--- config.mk ---
export PLATFORM = sky130hd
export DESIGN_NAME = fetch_stage
export DESIGN_NICKNAME = d
export VERILOG_FILES = /design/src/rtl/rv_pkg.sv /design/src/rtl/fetch_stage_pc_reg.sv /design/src/rtl/fetch_stage.sv
export SDC_FILE = /design/constraint.sdc
export NUM_CORES = 1
export LEC_CHECK = 0
export CORE_UTILIZATION = 48
export DETAILED_ROUTE_END_ITERATION = 10
export GPL_TIMING_DRIVEN = 0
export PLACE_DENSITY = 0.86
export RECOVER_POWER = 100
export SETUP_SLACK_MARGIN = 0.02
export SYNTH_ARGS = -nofsm -noshare
export SYNTH_HDL_FRONTEND = slang
export SYNTH_SLANG_ARGS = --single-unit
export TNS_END_PERCENT = 100
--- constraint.sdc ---
create_clock -name clk -period 3.4 [get_ports clk]
set_clock_uncertainty 0.05 [all_clocks]
set_input_delay 0.51 -clock clk [delete_from_list [all_inputs] [get_ports clk]]
set_output_delay 0.51 -clock clk [all_outputs]
set_load 0.1 [all_outputs]
--- src/rtl/rv_pkg.sv ---
// Shared RV32 fetch constants.
// Default widths, NOP encoding and PC step size.
package rv_pkg;

    localparam int XLEN_DEF = 32;
    localparam int ILEN_DEF = 32;
    localparam int PC_STEP  = 4;

    localparam logic [31:0] NOP_WORD = 32'h0000_0013;

endpackage

--- src/rtl/fetch_stage_pc_reg.sv ---
// Program counter register.
// Priority: reset vector > target load > hold > step by 4.
module pc_reg
    import rv_pkg::*;
#(
    parameter int              XLEN         = XLEN_DEF,
    parameter logic [XLEN-1:0] RESET_VECTOR = '0
) (
    input  logic            clk,
    input  logic            rst,
    input  logic            load,
    input  logic            hold,
    input  logic [XLEN-3:0] target,
    output logic [XLEN-1:0] pc
);

    // PC update; target is word-aligned by dropping byte offset bits
    always_ff @(posedge clk) begin
        if (rst) begin
            pc <= RESET_VECTOR;
        end else if (load) begin
            pc <= {target, 2'b00};
        end else if (!hold) begin
            pc <= pc + XLEN'(PC_STEP);
        end
    end

endmodule

--- src/rtl/fetch_stage.sv ---
// Instruction fetch stage with IF/ID register.
// Redirect flushes one bubble; stall freezes the stage.
module fetch_stage
    import rv_pkg::*;
#(
    parameter int              XLEN         = XLEN_DEF,
    parameter int              ILEN         = ILEN_DEF,
    parameter logic [XLEN-1:0] RESET_VECTOR = '0,
    parameter logic [ILEN-1:0] NOP_INSTR    = ILEN'(NOP_WORD),
    parameter int              CNT_W        = 32
) (
    input  logic             clk,
    input  logic             rst,
    input  logic             stall,
    input  logic             redirect_valid,
    input  logic [XLEN-1:0]  redirect_target,
    output logic [XLEN-1:0]  imem_addr,
    input  logic [ILEN-1:0]  imem_rdata,
    output logic             id_valid,
    output logic [ILEN-1:0]  id_instr,
    output logic [XLEN-1:0]  id_pc,
    output logic [XLEN-1:0]  id_pc_plus4,
    output logic             misalign_err,
    output logic [CNT_W-1:0] fetch_count
);

    logic [XLEN-1:0] pc;
    logic            advance;

    assign advance = !redirect_valid && !stall;

    pc_reg #(
        .XLEN         (XLEN),
        .RESET_VECTOR (RESET_VECTOR)
    ) u_pc (
        .clk    (clk),
        .rst    (rst),
        .load   (redirect_valid),
        .hold   (stall),
        .target (redirect_target[XLEN-1:2]),
        .pc     (pc)
    );

    assign imem_addr   = pc;
    assign id_pc_plus4 = id_pc + XLEN'(PC_STEP);

    // IF/ID register: flush on redirect, capture on advance
    always_ff @(posedge clk) begin
        if (rst) begin
            id_valid <= 1'b0;
            id_instr <= NOP_INSTR;
            id_pc    <= '0;
        end else if (redirect_valid) begin
            id_valid <= 1'b0;
            id_instr <= NOP_INSTR;
        end else if (!stall) begin
            id_valid <= 1'b1;
            id_instr <= imem_rdata;
            id_pc    <= pc;
        end
    end

    // Sticky misalign flag and captured-instruction counter
    always_ff @(posedge clk) begin
        if (rst) begin
            misalign_err <= 1'b0;
            fetch_count  <= '0;
        end else begin
            if (redirect_valid && (redirect_target[1:0] != 2'b00)) begin
                misalign_err <= 1'b1;
            end
            if (advance) begin
                fetch_count <= fetch_count + CNT_W'(1);
            end
        end
    end

endmodule

==> metrics.txt <==
DPL Wire Length=14600 microns; Largest regs=fetch_count x32, id_instr x32; clock sink total=126; post-synthesis register bit count=126; min cycle time layout=3380 ps; CP required=2840 ps; fmax=0.296 GHz; FP Rows=40; final std cells w/o fill=approximately 1200; Power per Cell Area=441 mW/mm^2; crit path capture type=primary output; # IOs=230; placed instance count=1138; HP Class=register to register; die area=~0.013 sq mm; Clock Tree Buf Depth=2; Post-Syn Area=0.00611 sq mm; Port Buffers=221; Mapped Avg Cell Area=8.21 sq um; Max Slew Vio Count=0; final cell area excluding filler cells=0.00935 sq mm; initial antenna violation count=0; critical path peak fanout=8; first-pass GRT wire length=between 30000 and 40000 microns; drt drc=0; Die H=115 microns; Setup CP Type=register to primary output; Final ANT Viol Nets=0; Yosys warning count=0; final core occ=76.6%; Async SR Flop Fraction=0%; vias in the first global route=6223; total CTS buffers=17; Worst path slowest cell=nor4_2; H-tree lvl count=4; final hold vios=0; status=complete, no violations; Routed WL=about 20000 microns; CP delay by family, top=simple AND/OR/NAND/NOR gates; Die X=115 microns; max-cap viol count=0; Buffers & Inverters on Critical Path=2; Max VDD drop=327 uV; filler cell count=957; CP Launch Type=register; Post-DP Area=0.00884 sq mm; Worst Path Arrival=approximately 2800 ps; Layout Area Growth over Synthesis=53.2%; latest clock arrival within the worst-skew pair=410 ps; slew of the pin with the lowest slew margin=1170 ps; Final period util=99.4%; Root Buffer Master=clkbuf_16; via count=6639; nets@finish=1062; Pleak=3.69 nW; CTS tree=yes; Avg WL per Cell=around 17 microns; post-synthesis cell type count=between 40 and 50; final setup TNS=0 ps; Initial Utilization=50.0%; post-synthesis sequential area ratio=41.3%; total track usage=a little under a third; synthesized instance count=744; gr ovfl total=0; Worst-path clk slew=around 50 ps; Core Area=0.0122 sq mm; crit path cell chain=and4_1 > clkbuf_1 > nand3_1 > nor4_2 > xor2_4 > buf_2; largest net degree at the start of global routing=17; Detailed Route Iter0 Violations=495; Max-slew headroom=22.4%; drt pass-1 iters=5; Final setup viols=0; routability congestion estimate=0.883; cts hold-fix bufs=0; ant diodes=0; vias per cell=5.67; Largest stage delay, worst path=560 ps; number of synthesized flops with an enable pin=0; layout cells sized above 1=11.3%; RSZ-0062 raised after global routing=yes; main flop type after synthesis=dfxtp_1
area by class of cell:
type / count / area [sq um] / share of cell area [%]
plain buffers: 54 / 226 / 2.42
clock buffers: 23 / 488 / 5.22
clock inverters: 7 / 62.6 / 0.669
inverters: 16 / 60.1 / 0.642
multi-input cells: 553 / 3640 / 39.0
flip-flops and latches: 126 / 2530 / 27.1
well taps: 168 / 210 / 2.25
repair buffers: 223 / 2130 / 22.7
worst min-delay path, cell delays in order (launching register included):
cell and delay, ps:
dfxtp_1 300, inv_1 40, a21oi_1 50
stage by stage:
stage	total power [W]	setup WS [ps]	hold slack, ps
global placement	0.00247	-353	386
floorplan	0.00222	-277	585
global route	0.00424	-98.7	413
detailed placement	0.00247	-368	391
finish	0.00412	19.4	393
CTS	0.00414	-226	400
power by group:
part,total [W],switching [W],internal (W)
logic,0.000823,0.000611,0.000212
clock network,0.00170,0.000635,0.00107
registers,0.00160,0.0000701,0.00153
layout by cell type (no fill, tap or decap), types with 14 or more instances in the layout:
cell | synthesis | layout
a21oi_1 | 58 | 58
xnor2_1 | 21 | 14
nand4_1 | 20 | 21
dfxtp_1 | 126 | 116
clkbuf_2 | 0 | 14
or4_1 | 16 | 16
nand2_1 | 104 | 104
clkdlybuf4s50_1 | 0 | 68
mux2i_1 | 33 | 33
dlygate4sd3_1 | 0 | 130
o31ai_1 | 14 | 14
nor2_1 | 80 | 78
clkbuf_1 | 37 | 50
clkbuf_16 | 0 | 17
nor4_1 | 19 | 17
inv_1 | 16 | 16
nand3_1 | 30 | 30
per-layer routing:
layer  share of wire [%]  vias to the layer above  routed length [microns]  global-route usage (%)
met2                  49                      345                     9680                    52.7
met1                  39                     3121                     7780                    35.3
met5                   0                        -                        0                       0
li1                    -                     3138                        -                       -
met3                  10                       35                     2080                    10.2
met4                 2.0                        0                      390                    10.3
Yosys cell counts (5+ instances only):
master,number,area [sq um]
xor2_1,25,219
nand4_1,20,125
o21ai_0,8,40.0
nor2b_1,11,68.8
dfxtp_1,126,2520
nand2_1,104,390
a311oi_1,10,87.6
mux2i_1,33,330
xnor2_1,21,184
buf_4,6,45.0
nor3_1,15,75.1
and3_1,5,31.3
or2_2,5,31.3
o211ai_1,7,52.6
or3_1,12,75.1
buf_1,8,30.0
or4_1,16,120
o31ai_1,14,105
mux2_2,9,101
and4_1,13,114
clkbuf_1,37,139
nor4_1,19,119
a21oi_1,58,290
nand3_1,30,150
nor2_1,80,300
inv_1,16,60.1
worst paths after layout:
path,startpoint,endpoint,slack [ps],cells after the start
hold reg to reg,misalign_err,misalign_err,390,2
hold / removal,misalign_err,misalign_err,390,2
setup reg to reg,u_pc.pc[13],u_pc.pc[31],930,4
setup / recovery,id_pc[4],id_pc_plus4[23],20,6
cells by family after synthesis:
group	after synthesis	share of synthesized area, %
compound gates	115	11.8
xor+xnor	46	6.60
fa+ha+maj	3	0.615
buf+inv	70	4.73
flops	126	41.3
mux	42	7.07
other cells	1	0.0614
simple gates	341	27.8
what timing repair did:
item                                   in CTS  in global routing
endpoints found under the hold margin       0                  0
cloned                                      0                  0
resized for setup                          70                 26
buffers inserted                            0                  2
pin swaps                                   0                  0
setup endpoints to repair                  21                 18
(Power assumes the default switching activity.)
